==> src/rtl/avsdpll_ctrl_pkg.sv <==
// Shared types and default constants for the avsdpll power-up / lock controller.
package avsdpll_ctrl_pkg;

  typedef enum logic [2:0] {
    ST_OFF     = 3'd0,
    ST_CP_ON   = 3'd1,
    ST_VCO_ON  = 3'd2,
    ST_ACQUIRE = 3'd3,
    ST_LOCKED  = 3'd4,
    ST_FAULT   = 3'd5,
    ST_DRAIN   = 3'd6
  } state_t;

  localparam int unsigned PLL_RATIO       = 8;
  localparam int unsigned PLL_DIV         = 16;
  localparam int unsigned CP_DLY_DEF      = 16;
  localparam int unsigned SETTLE_CYC_DEF  = 64;
  localparam int unsigned WIN_CYC_DEF     = 256;
  localparam int unsigned EXP_CNT_DEF     = WIN_CYC_DEF * PLL_RATIO / PLL_DIV;
  localparam int unsigned TOL_DEF         = 2;
  localparam int unsigned LOCK_HITS_DEF   = 3;
  localparam int unsigned LOSS_MISSES_DEF = 2;
  localparam int unsigned MAX_WIN_DEF     = 32;
  localparam int unsigned CNT_W_DEF       = 12;

endpackage

==> src/rtl/avsdpll_freq_meter.sv <==
// Frequency meter: synchronises the PLL-domain divided toggle, counts its
// edges over a fixed REF window and flags whether the count is in tolerance.
// Optional macro AVSDPLL_CTRL_STATUS_EN adds the cnt output (last window count).
module avsdpll_freq_meter
  import avsdpll_ctrl_pkg::*;
#(
  parameter int unsigned WIN_CYC = WIN_CYC_DEF,
  parameter int unsigned EXP_CNT = EXP_CNT_DEF,
  parameter int unsigned TOL     = TOL_DEF,
  parameter int unsigned CNT_W   = CNT_W_DEF
) (
  input  logic             clk,
  input  logic             rst_n,
  input  logic             en,
  input  logic             tog,
  output logic             window_done,
  output logic             good
`ifdef AVSDPLL_CTRL_STATUS_EN
  , output logic [CNT_W-1:0] cnt
`endif
);

  localparam logic [CNT_W-1:0] C_LAST = CNT_W'(WIN_CYC - 1);
  localparam logic [CNT_W-1:0] C_EXP  = CNT_W'(EXP_CNT);
  localparam logic [CNT_W-1:0] C_TOL  = CNT_W'(TOL);
  localparam logic [CNT_W-1:0] C_MAX  = '1;

  logic [1:0]       r_sync;
  logic             r_tog_d;
  logic [CNT_W-1:0] r_win;
  logic [CNT_W-1:0] r_edge;
  logic             w_edge;
  logic             w_term;
  logic             w_good;
  logic [CNT_W-1:0] w_total;
  logic [CNT_W-1:0] w_diff;

  // An edge seen on the terminal cycle is folded into the closing window.
  assign w_edge  = r_sync[1] ^ r_tog_d;
  assign w_total = (w_edge && (r_edge != C_MAX)) ? r_edge + 1'b1 : r_edge;
  assign w_diff  = (w_total >= C_EXP) ? w_total - C_EXP : C_EXP - w_total;
  assign w_term  = (r_win == C_LAST);
  assign w_good  = (w_total != C_MAX) && (w_diff <= C_TOL);

  // Two-flop synchroniser plus delay flop for edge detection.
  always_ff @(posedge clk or negedge rst_n) begin
    if (!rst_n) begin
      r_sync  <= '0;
      r_tog_d <= 1'b0;
    end else begin
      r_sync  <= {r_sync[0], tog};
      r_tog_d <= r_sync[1];
    end
  end

  // Window and edge counters; strobes are registered at the window close.
  always_ff @(posedge clk or negedge rst_n) begin
    if (!rst_n) begin
      r_win       <= '0;
      r_edge      <= '0;
      window_done <= 1'b0;
      good        <= 1'b0;
    end else if (!en) begin
      r_win       <= '0;
      r_edge      <= '0;
      window_done <= 1'b0;
      good        <= 1'b0;
    end else begin
      window_done <= w_term;
      good        <= w_term && w_good;
      if (w_term) begin
        r_win  <= '0;
        r_edge <= '0;
      end else begin
        r_win  <= r_win + 1'b1;
        r_edge <= w_total;
      end
    end
  end

`ifdef AVSDPLL_CTRL_STATUS_EN
  // Capture the count of each completed window.
  always_ff @(posedge clk or negedge rst_n) begin
    if (!rst_n) begin
      cnt <= '0;
    end else if (en && w_term) begin
      cnt <= w_total;
    end
  end
`endif

endmodule

==> src/rtl/avsdpll_ctrl.sv <==
// avsdpll power-up sequencer and lock monitor (REF clock domain).
// Optional macro AVSDPLL_CTRL_STATUS_EN adds meas_cnt and state_o status ports.
module avsdpll_ctrl
  import avsdpll_ctrl_pkg::*;
#(
  parameter int unsigned CP_DLY      = CP_DLY_DEF,
  parameter int unsigned SETTLE_CYC  = SETTLE_CYC_DEF,
  parameter int unsigned WIN_CYC     = WIN_CYC_DEF,
  parameter int unsigned EXP_CNT     = EXP_CNT_DEF,
  parameter int unsigned TOL         = TOL_DEF,
  parameter int unsigned LOCK_HITS   = LOCK_HITS_DEF,
  parameter int unsigned LOSS_MISSES = LOSS_MISSES_DEF,
  parameter int unsigned MAX_WIN     = MAX_WIN_DEF,
  parameter int unsigned CNT_W       = CNT_W_DEF
) (
  input  logic CLK,
  input  logic RST_N,
  input  logic en,
  input  logic pll_div_tog,
  output logic ENb_CP,
  output logic ENb_VCO,
  output logic clk_sel,
  output logic pll_locked,
  output logic fault,
  output logic lock_lost
`ifdef AVSDPLL_CTRL_STATUS_EN
  , output logic [CNT_W-1:0] meas_cnt
  , output logic [2:0]       state_o
`endif
);

  localparam logic [15:0] C_CP_LAST     = 16'(CP_DLY - 1);
  localparam logic [15:0] C_SETTLE_LAST = 16'(SETTLE_CYC - 1);
  localparam logic [7:0]  C_HITS_LAST   = 8'(LOCK_HITS - 1);
  localparam logic [7:0]  C_MISS_LAST   = 8'(LOSS_MISSES - 1);
  localparam logic [7:0]  C_WIN_LAST    = 8'(MAX_WIN - 1);

  state_t      r_state, w_next;
  logic [15:0] r_dly, w_dly;
  logic [7:0]  r_hits, w_hits;
  logic [7:0]  r_wins, w_wins;
  logic [7:0]  r_miss, w_miss;
  logic        r_cp, r_vco, r_sel, r_lock, r_fault, r_lost;
  logic        w_cp, w_vco, w_sel, w_lock, w_fault, w_lost;
  logic        w_meas_en, w_done, w_good;

  assign w_meas_en = (r_state == ST_ACQUIRE) || (r_state == ST_LOCKED);

  avsdpll_freq_meter #(
    .WIN_CYC (WIN_CYC),
    .EXP_CNT (EXP_CNT),
    .TOL     (TOL),
    .CNT_W   (CNT_W)
  ) u_meter (
    .clk         (CLK),
    .rst_n       (RST_N),
    .en          (w_meas_en),
    .tog         (pll_div_tog),
    .window_done (w_done),
    .good        (w_good)
`ifdef AVSDPLL_CTRL_STATUS_EN
    , .cnt       (meas_cnt)
`endif
  );

  // Next state, counters and next output values (outputs follow next state
  // so every output is a plain register).
  always_comb begin
    w_next = r_state;
    w_dly  = r_dly;
    w_hits = r_hits;
    w_wins = r_wins;
    w_miss = r_miss;
    w_lost = 1'b0;
    case (r_state)
      ST_OFF: begin
        if (en) begin
          w_next = ST_CP_ON;
          w_dly  = '0;
        end
      end
      ST_CP_ON: begin
        if (r_dly == C_CP_LAST) begin
          w_next = ST_VCO_ON;
          w_dly  = '0;
        end else begin
          w_dly = r_dly + 1'b1;
        end
      end
      ST_VCO_ON: begin
        if (r_dly == C_SETTLE_LAST) begin
          w_next = ST_ACQUIRE;
          w_hits = '0;
          w_wins = '0;
          w_miss = '0;
        end else begin
          w_dly = r_dly + 1'b1;
        end
      end
      ST_ACQUIRE: begin
        if (w_done) begin
          w_wins = r_wins + 1'b1;
          w_hits = w_good ? r_hits + 1'b1 : '0;
          if (w_good && (r_hits == C_HITS_LAST)) begin
            w_next = ST_LOCKED;
            w_miss = '0;
          end else if (r_wins == C_WIN_LAST) begin
            w_next = ST_FAULT;
          end
        end
      end
      ST_LOCKED: begin
        if (w_done) begin
          if (w_good) begin
            w_miss = '0;
          end else if (r_miss == C_MISS_LAST) begin
            w_next = ST_ACQUIRE;
            w_lost = 1'b1;
            w_hits = '0;
            w_wins = '0;
            w_miss = '0;
          end else begin
            w_miss = r_miss + 1'b1;
          end
        end
      end
      ST_FAULT: begin
        if (!en) w_next = ST_OFF;
      end
      ST_DRAIN: w_next = ST_OFF;
      default:  w_next = ST_OFF;
    endcase

    // Dropping en always passes through DRAIN so the mux leaves the PLL
    // clock one cycle before the enables fall.
    if (!en && (r_state inside {ST_CP_ON, ST_VCO_ON, ST_ACQUIRE, ST_LOCKED})) begin
      w_next = ST_DRAIN;
      w_lost = 1'b0;
    end

    w_cp    = 1'b0;
    w_vco   = 1'b0;
    w_sel   = 1'b0;
    w_lock  = 1'b0;
    w_fault = 1'b0;
    case (w_next)
      ST_CP_ON:              w_cp = 1'b1;
      ST_VCO_ON, ST_ACQUIRE: begin w_cp = 1'b1; w_vco = 1'b1; end
      ST_LOCKED: begin
        w_cp   = 1'b1;
        w_vco  = 1'b1;
        w_sel  = 1'b1;
        w_lock = 1'b1;
      end
      ST_FAULT:              w_fault = 1'b1;
      ST_DRAIN:              begin w_cp = r_cp; w_vco = r_vco; end
      default:               ;
    endcase
  end

  // State, counters and registered outputs.
  always_ff @(posedge CLK or negedge RST_N) begin
    if (!RST_N) begin
      r_state <= ST_OFF;
      r_dly   <= '0;
      r_hits  <= '0;
      r_wins  <= '0;
      r_miss  <= '0;
      r_cp    <= 1'b0;
      r_vco   <= 1'b0;
      r_sel   <= 1'b0;
      r_lock  <= 1'b0;
      r_fault <= 1'b0;
      r_lost  <= 1'b0;
    end else begin
      r_state <= w_next;
      r_dly   <= w_dly;
      r_hits  <= w_hits;
      r_wins  <= w_wins;
      r_miss  <= w_miss;
      r_cp    <= w_cp;
      r_vco   <= w_vco;
      r_sel   <= w_sel;
      r_lock  <= w_lock;
      r_fault <= w_fault;
      r_lost  <= w_lost;
    end
  end

  assign ENb_CP     = r_cp;
  assign ENb_VCO    = r_vco;
  assign clk_sel    = r_sel;
  assign pll_locked = r_lock;
  assign fault      = r_fault;
  assign lock_lost  = r_lost;
`ifdef AVSDPLL_CTRL_STATUS_EN
  assign state_o    = r_state;
`endif

endmodule

==> config.mk <==
export PLATFORM = sky130hd
export DESIGN_NAME = avsdpll_ctrl
export DESIGN_NICKNAME = d
export VERILOG_FILES = /design/src/rtl/avsdpll_ctrl_pkg.sv /design/src/rtl/avsdpll_freq_meter.sv /design/src/rtl/avsdpll_ctrl.sv
export SDC_FILE = /design/constraint.sdc
export NUM_CORES = 1
export LEC_CHECK = 0
export BUFFER_PORTS_ARGS = -buffer_cell sky130_fd_sc_hd__buf_2
export CORE_MARGIN = 1
export CORE_UTILIZATION = 50
export CTS_BUF_LIST = sky130_fd_sc_hd__clkbuf_8
export DETAILED_ROUTE_END_ITERATION = 16
export PLACE_DENSITY = 0.66
export SYNTH_ARGS = -nofsm -noshare
export SYNTH_HDL_FRONTEND = slang
export SYNTH_SLANG_ARGS = --single-unit
==> constraint.sdc <==
create_clock -name CLK -period 6.2 [get_ports CLK]
set_clock_uncertainty 0.15 [all_clocks]
set_input_delay 1.24 -clock CLK [delete_from_list [all_inputs] [get_ports CLK]]
set_output_delay 1.24 -clock CLK [all_outputs]
set_load 0.005 [all_outputs]
==> results of run 1 <==
## metal layers
| metal | share of wire | up-vias | global-route usage |
|---|---|---|---|
| met5 | 0 | - | 0 |
| met4 | 0.016 | 0 | 0.0769 |
| met1 | 0.51 | 1611 | 0.302 |
| met2 | 0.44 | 56 | 0.317 |
| met3 | 0.035 | 12 | 0.0378 |
| li1 | - | 1667 | - |
## cell type report
cell class	instances	area, um^2
Multi-Input combinational cell	366	2210
Fill cell	765	3700
Tap cell	105	131
Clock inverter	7	66.3
Inverter	10	37.5
Sequential cell	77	1930
Clock buffer	9	124
Timing Repair Buffer	10	55.1
## registers in the layout, summed over array words and instances (netlist names), 2 cells and up
name,flops
u_meter.r_sync,2
r_wins,8
r_dly,16
r_hits,8
r_miss,8
u_meter.r_win,12
u_meter.r_edge,12
r_state,3
## worst max-delay path, stage by stage (launching register included)
cell and delay [ns]:
dfrtp_1 0.39, ha_1 0.23, nor4bb_1 0.32, nand4_1 0.22
o31a_1 0.29, o21ai_0 0.39, nor2b_1 0.70, nor2_1 0.13
## through the flow
step	hold WS (ns)	instances	power (mW)
after floorplan	0.181	467	0.800
after global placement	0.185	568	0.870
after detailed placement	0.197	568	0.873
after CTS	0.216	584	1.25
after global routing	0.219	584	1.31
final	0.212	584	1.23
## layout by cell type, fill, tap and decap left out, types with 9 or more instances in the layout
master,Yosys,final
o31ai_1,10,10
a21oi_1,11,11
xor2_1,19,19
ha_1,10,10
nor2_1,66,66
dfrtp_1,77,77
xnor2_1,9,9
nand3_1,31,31
inv_1,10,10
o21ai_0,44,43
nor3_1,14,14
and3_1,21,21
nand2_1,43,43
clkbuf_8,0,9
## kinds of logic after synthesis
kind of cell / count (synthesis) / synth area share
adder cells (fa/ha/maj): 10 / 0.0293
multiplexers: 8 / 0.0223
AO/OA/AOI/OAI: 93 / 0.136
flip-flops: 77 / 0.451
XOR/XNOR: 29 / 0.0612
buffers and inverters: 24 / 0.0310
AND/OR/NAND/NOR: 226 / 0.269
## where the power goes
part / internal, mW / switching, mW
Combinational: 0.0969 / 0.190
Sequential: 0.536 / 0.0416
Clock: 0.184 / 0.186
Total: 0.816 / 0.417
## how the worst max path moves through the flow
stage | from | end | cells after the start
6_report | r_dly[0]$_DFFE_PN0P_ | r_dly[7]$_DFFE_PN0P_ | 7
3_3_place_gp | en | r_dly[15]$_DFFE_PN0P_ | 5
2_1_floorplan | en | r_dly[12]$_DFFE_PN0P_ | 7
4_1_cts | r_dly[0]$_DFFE_PN0P_ | r_dly[7]$_DFFE_PN0P_ | 7
5_1_grt | r_dly[0]$_DFFE_PN0P_ | r_dly[7]$_DFFE_PN0P_ | 7
3_5_place_dp | en | r_dly[13]$_DFFE_PN0P_ | 7
==> summary.md, run 1 <==
| Metric | Value |
|---|---|
| Nets | `488` |
| Count leader, synth | `dfrtp_1` |
| CP Capture Type | `flop` |
| # setup viols final | `0` |
| Setup TNS | `0 ns` |
| Post-synth EDFFs | `0` |
| Post-DP HPWL | `5780 um` |
| Clock Root Buffer | `clkbuf_8` |
| GRT overflow | `0` |
| Synth top area share | `0.451` |
| Leakage | `1.99 nW` |
| Worst reg2reg path depth | `7` |
| TritonCTS clock tree | `yes` |
| Clock sink count | `77` |
| Max Slew Vio Count | `0` |
| Initial core utilization | `0.517` |
| Largest net degree at the start of global routing | `78` |
| Top cells by count, synth | `dfrtp_1 (77), nor2_1 (66), o21ai_0 (44)` |
| Tot GR Track Use | `0.210` |
| Hold_sp | `u_meter.r_sync[0]$_DFF_PN0_` |
| Number of global-route vias before repair | `3207` |
| Via density | `5.73` |
| Clock Latency Late Sink | `0.35 ns` |
| R2R Path End | `r_dly[7]$_DFFE_PN0P_` |
| Tmin final | `2.97 ns` |
| Hold WC Path Type | `reg2reg` |
| Die area | `0.00892 mm^2` |
| PnR worst setup slack | `3.23 ns` |
| FF-to-FF setup slack | `3.23 ns` |
| Syn Inst Count | `467` |
| Syn. warnings | `0` |
| Util after Layout | `0.552` |
| Crit share post-route | `0.478` |
| Startpoint Class | `flop` |
| Top_reg_cell synth | `dfrtp_1` |
| Sequential element share of the synthesized area | `0.451` |
| CP Data Arrival Time | `3.02 ns` |
| Syn Std Cell Area | `0.00427 mm^2` |
| Initial antenna violation count | `0` |
| Setup repair bufs after CTS | `0` |
| DR iter-0 viols | `183` |
| Max_cap viols | `0` |
| Io pins | `10` |
| #FFs+latches synth | `77` |
| Post-synth cell types | `63` |
| Inserted Clock Buffers | `9` |
| Avg Inst Size Synth | `9.15 um^2` |
| RSZ-0062 raised after global routing | `false` |
| Final GP Congestion | `0.827` |
| Worst path required time | `6.25 ns` |
| Max clock buf depth | `2` |
| Area grow syn2layout | `6.59%` |
| F_max | `337 MHz` |
| DRT Wirelength | `8370 um` |
| Synth area leader | `dfrtp_1` |
| Hold buffers post-CTS | `0` |
| Outcome | `finished clean` |
| Critical R2R Launch | `r_dly[0]$_DFFE_PN0P_` |
| Layout cells sized above 1 | `0.102` |
| Core area | `0.00826 mm^2` |
| Worst Path Class, Setup | `reg2reg` |
| Antenna-violating nets left | `0` |
| # DRC | `0` |
| Finished Cell Area | `0.00455 mm^2` |
| First-pass GRT wire length | `14700 um` |
| Synth area leaders | `dfrtp_1 (45%), nor2_1 (5.8%), o21ai_0 (5.2%)` |
| Port bufs | `9` |
| Power Dens Cells | `271 mW/mm^2` |
| Die Y | `94.4 um` |
| Ys async rst share | `1.00` |
| DR WL/cell | `14.3 um` |
| Row cnt | `33` |
| DR pass1 iterations | `4` |
| Hold Violations, Final | `0` |
| Hold Path End | `u_meter.r_sync[1]$_DFF_PN0_` |
| Worst-path clk slew | `0.08 ns` |
| Pre-CTS setup slack | `3.19 ns` |
| Crit path max fanout | `12` |
| Slew @ Worst Pin | `0.949 ns` |
| Max-slew headroom | `0.367` |
| Vias | `3346` |
| Die extent in x | `94.4 um` |
| VDD IR max | `0.198 mV` |
| PostCTS Resize Cnt | `0` |
| Synth Net Count | `481` |
| Level count of the clock H-tree | `3` |
| DP Area | `0.00436 mm^2` |
| Depth of the worst hold-timing path | `0` |
| Antenna diodes | `0` |
Note: power is estimated with default switching activity, not from simulation.
==> inputs of run 2 (changes only) <==
--- a/config.mk
+++ b/config.mk
@@ -5,12 +5,13 @@
 export SDC_FILE = /design/constraint.sdc
 export NUM_CORES = 1
 export LEC_CHECK = 0
+export ABC_AREA = 1
 export BUFFER_PORTS_ARGS = -buffer_cell sky130_fd_sc_hd__buf_2
 export CORE_MARGIN = 1
 export CORE_UTILIZATION = 50
 export CTS_BUF_LIST = sky130_fd_sc_hd__clkbuf_8
 export DETAILED_ROUTE_END_ITERATION = 16
-export PLACE_DENSITY = 0.66
+export PLACE_DENSITY = 0.68
 export SYNTH_ARGS = -nofsm -noshare
 export SYNTH_HDL_FRONTEND = slang
 export SYNTH_SLANG_ARGS = --single-unit
==> constraint.sdc (replaced) <==
create_clock -name CLK -period 2.5 [get_ports CLK]
set_clock_uncertainty 0.15 [all_clocks]
set_input_delay 0.5 -clock CLK [delete_from_list [all_inputs] [get_ports CLK]]
set_output_delay 0.5 -clock CLK [all_outputs]
set_load 0.005 [all_outputs]
==> run 2 against run 1 <==
Compared with the run above: sequential share of layout area decreased by 4.8 points; setup slack got worse by 3.1 ns; area after synthesis increased by 7.1%; maximum frequency increased by 27%; global-route usage increased by 0.20 points; non-clock buffer count increased by 17; highest routed layer unchanged; critical path type unchanged; critical endpoint is now u_meter.good$_DFF_PN0_; via count increased by 19%; hold slack got worse by 0.11 ns.
==> summary.md, run 2 <==
| Metric | Value |
|---|---|
| Max Slew Vio Count | `0 (unchanged)` |
| Final GP Congestion | `0.923 (+12%)` |
| CP Capture Type | `flop` |
| Hold Path End | `u_meter.r_sync[0]$_DFF_PN0_` |
| Level count of the clock H-tree | `3 (unchanged)` |
| Max-slew headroom | `0.674 (+0.306)` |
| Count leader, synth | `nand2_1` |
| Post-Synth Simple-Gate Area | `0.355 (+0.0860)` |
| First-pass GRT wire length | `16300 um (+11%)` |
| GRT overflow | `0 (unchanged)` |
| Finished Cell Area | `0.00514 mm^2 (+13%)` |
| Die area | `0.00954 mm^2 (+7.0%)` |
| DR WL/cell | `12.3 um (-14%)` |
| Startpoint Class | `flop` |
| Synth Area in Adders | `0.0273 (-0.00195)` |
| Crit share post-route | `0.934 (+0.455)` |
| Reg with most FFs | `r_dly` |
| Vias | `3987 (+19%)` |
| Fill cell count | `792 (+3.5%)` |
| Clock Latency Late Sink | `0.35 ns (about the same)` |
| Synth Net Count | `631 (+31%)` |
| Max reg flops | `16 (unchanged)` |
| Die extent in x | `97.7 um (+3.4%)` |
| Layout cells sized above 1 | `0.131 (+0.0283)` |
| # setup viols final | `0 (unchanged)` |
| Antenna diodes | `0 (unchanged)` |
| Port bufs | `9 (unchanged)` |
| Worst path required time | `2.63 ns (-3.62 ns)` |
| DP Area | `0.00483 mm^2 (+11%)` |
| Min Hold Slack | `0.102 ns (-0.110 ns)` |
| Power Dens Cells | `747 mW/mm^2 (+180%)` |
| CP Data Arrival Time | `2.47 ns (-0.55 ns)` |
| Tmin final | `2.33 ns (-0.632 ns)` |
| Worst Path Class, Setup | `reg2reg` |
| Leakage | `2.37 nW (+19%)` |
| Tot GR Track Use | `0.212 (+0.00205)` |
| Synth top area share | `0.421 (-0.0300)` |
| Synth Area in XOR/XNOR | `0.0325 (-0.0287)` |
| FF-to-FF setup slack | `0.17 ns (-3.07 ns)` |
| DR pass1 iterations | `6 (+2)` |
| Slew @ Worst Pin | `0.484 ns (-0.465 ns)` |
| Biggest regs | `r_dly x16, u_meter.r_edge x12, u_meter.r_win x12` |
| Footprint of the multi-input gates | `0.00233 mm^2 (+5.2%)` |
| Most frequent cells in the layout | `nand2_1 (129), nor2_1 (96), inv_1 (84), dfrtp_1 (77), nand3_1 (41)` |
| Post-synth cell types | `41 (-35%)` |
| Via density | `5.25 (-8.3%)` |
| Depth of the worst hold-timing path | `1 (+1)` |
| Synth area leaders | `dfrtp_1 (42%), nand2_1 (11%), nor2_1 (8.2%)` |
| Critical Path Slowest Stage Cell | `dfrtp_1` |
| Max_cap viols | `0 (unchanged)` |
| Area grow syn2layout | `12.3%` |
| Top cells by count, synth | `nand2_1 (131), nor2_1 (100), inv_1 (84)` |
| Row cnt | `34 (+3.0%)` |
| Main combinational cell family by area after synthesis | `simple AND/OR/NAND/NOR gates` |
| DR iter-0 viols | `188 (+2.7%)` |
| Non-filler cells, final | `759 (+30%)` |
| Post-synthesis mux area share | `0 (-0.0223)` |
| Io pins | `10 (unchanged)` |
| DRT Wirelength | `9330 um (+11%)` |
| Core area | `0.00881 mm^2 (+6.6%)` |
| Clock Root Buffer | `clkbuf_8` |
| #FFs+latches synth | `77 (unchanged)` |
| Initial core utilization | `0.520 (+0.00233)` |
| Die Y | `97.7 um (+3.4%)` |
| Placed insts | `740 (+30%)` |
| Setup TNS | `0 ns (unchanged)` |
| Antenna-violating nets left | `0 (unchanged)` |
| Syn Std Cell Area | `0.00458 mm^2 (+7.1%)` |
| F_max | `428 MHz (+27%)` |
| Worst reg2reg path depth | `16 (+9)` |
| Syn. warnings | `0 (unchanged)` |
| Initial antenna violation count | `0 (unchanged)` |
| Critical R2R Launch | `u_meter.r_edge[1]$_DFF_PN0_` |
| Post-DP HPWL | `6980 um (+21%)` |
| Crit path cell chain | `ha_4 -> nand2_2 -> nor2_4 -> nand3_4 -> buf_6 -> nand3_1 -> nand2_1 -> inv_1 -> nand2_2 -> nor2_2 -> nand2_1 -> nor2_2 -> nor3_1 -> a21oi_1 -> nand3_1 -> nor2_1` |
| # DRC | `0 (unchanged)` |
| RSZ-0062 raised after global routing | `true` |
| Syn Inst Count | `617 (+32%)` |
| Top_reg_cell synth | `dfrtp_1` |
| Inserted Clock Buffers | `9 (unchanged)` |
| Outcome | `finished clean` |
| R2R Path End | `u_meter.good$_DFF_PN0_` |
| Worst-path clk slew | `0.07 ns (about the same)` |
| Synth area leader | `dfrtp_1` |
| Sequential element share of the synthesized area | `0.421 (-0.0300)` |
| Hold_sp | `pll_div_tog` |
| Avg Inst Size Synth | `7.42 um^2 (-19%)` |
| Area fraction in compound gates after synthesis | `0.0801 (-0.0561)` |
| Hold WC Path Type | `in2reg` |
| Register area | `0.00193 mm^2 (unchanged)` |
| Crit-path max cell delay | `0.42 ns (-0.28 ns)` |
| Largest net degree at the start of global routing | `45 (-42%)` |
| Clock sink count | `77 (unchanged)` |
| TritonCTS clock tree | `yes` |
| VDD IR max | `0.347 mV (+75%)` |
| Ys async rst share | `1.00 (unchanged)` |
| Post-synth EDFFs | `0 (unchanged)` |
| Nets | `660 (+35%)` |
| Crit path max fanout | `13 (+1)` |
| Max clock buf depth | `2 (unchanged)` |
| Number of global-route vias before repair | `3824 (+19%)` |
| Hold Violations, Final | `0 (unchanged)` |
| Most common cell after layout, fill and taps aside | `nand2_1` |
==> run 2: critical path: cells and delay by family (launching register included) <==
family	cells	cell delay, ns
AOI/OAI and AO/OA	1	0.12
adders and majority gates	1	0.20
buffers and inverters	2	0.28
DFF	1	0.42
and+or+nand+nor	12	1.11
==> run 2: metal layers <==
layer	routed length, um	vias to the layer above	GRT usage
li1	-	2041	-
met1	4260	1859	0.261
met2	4530	67	0.368
met3	296	20	0.0317
met4	241	0	0.0979
met5	0	-	0
==> run 2: per-stage QoR <==
stage | setup slack [ns] | power (mW) | util
finish | 0.166 | 3.84 | 0.584
floorplan | 0.275 | 2.40 | -
global route | -0.0677 | 4.12 | 0.584
detailed placement | 0.0210 | 2.82 | 0.549
global placement | 0.108 | 2.79 | 0.549
CTS | 0.0309 | 3.82 | 0.574
==> run 2: kinds of logic (layout without fill, tap and decap cells) <==
group,Yosys count,after routing
buffers and inverters,98,132
flip-flops,77,77
adder cells (fa/ha/maj),10,10
AND/OR/NAND/NOR,352,352
XOR/XNOR,17,17
AO/OA/AOI/OAI,63,63
==> run 2: cell type report <==
class                   count  area share
flip-flops and latches     77       0.375
clock inverters             4     0.00901
inverters                  89      0.0655
multi-input cells         442       0.453
repair buffers             27      0.0392
clock buffers              12      0.0321
well taps                 108      0.0263
==> run 2: power breakdown <==
group,internal [mW],total [mW],switching [mW]
Clock,0.538,0.990,0.452
Sequential,1.35,1.44,0.0927
Combinational,0.474,1.41,0.933
==> run 2: worst max-delay path by stage <==
stage                                      startpoint                     end  slack, ns  cells past startpoint
final                     u_meter.r_edge[1]$_DFF_PN0_  u_meter.good$_DFF_PN0_       0.17                     16
after floorplan           u_meter.r_edge[0]$_DFF_PN0_  u_meter.good$_DFF_PN0_       0.28                     16
after global routing      u_meter.r_edge[1]$_DFF_PN0_  u_meter.good$_DFF_PN0_      -0.07                     16
after CTS                 u_meter.r_edge[0]$_DFF_PN0_  u_meter.good$_DFF_PN0_       0.03                     16
after global placement    u_meter.r_edge[0]$_DFF_PN0_  u_meter.good$_DFF_PN0_       0.11                     13
after detailed placement  u_meter.r_edge[0]$_DFF_PN0_  u_meter.good$_DFF_PN0_       0.02                     16
==> run 2: repair_timing <==
action                                  in CTS  in global routing
gates resized for setup                      1                 17
buffers inserted                             0                  2
hold endpoints to repair                    33                  0
hold buffers                                 1                  0
endpoints found under the setup margin       1                 10
pin swaps                                    0                  2
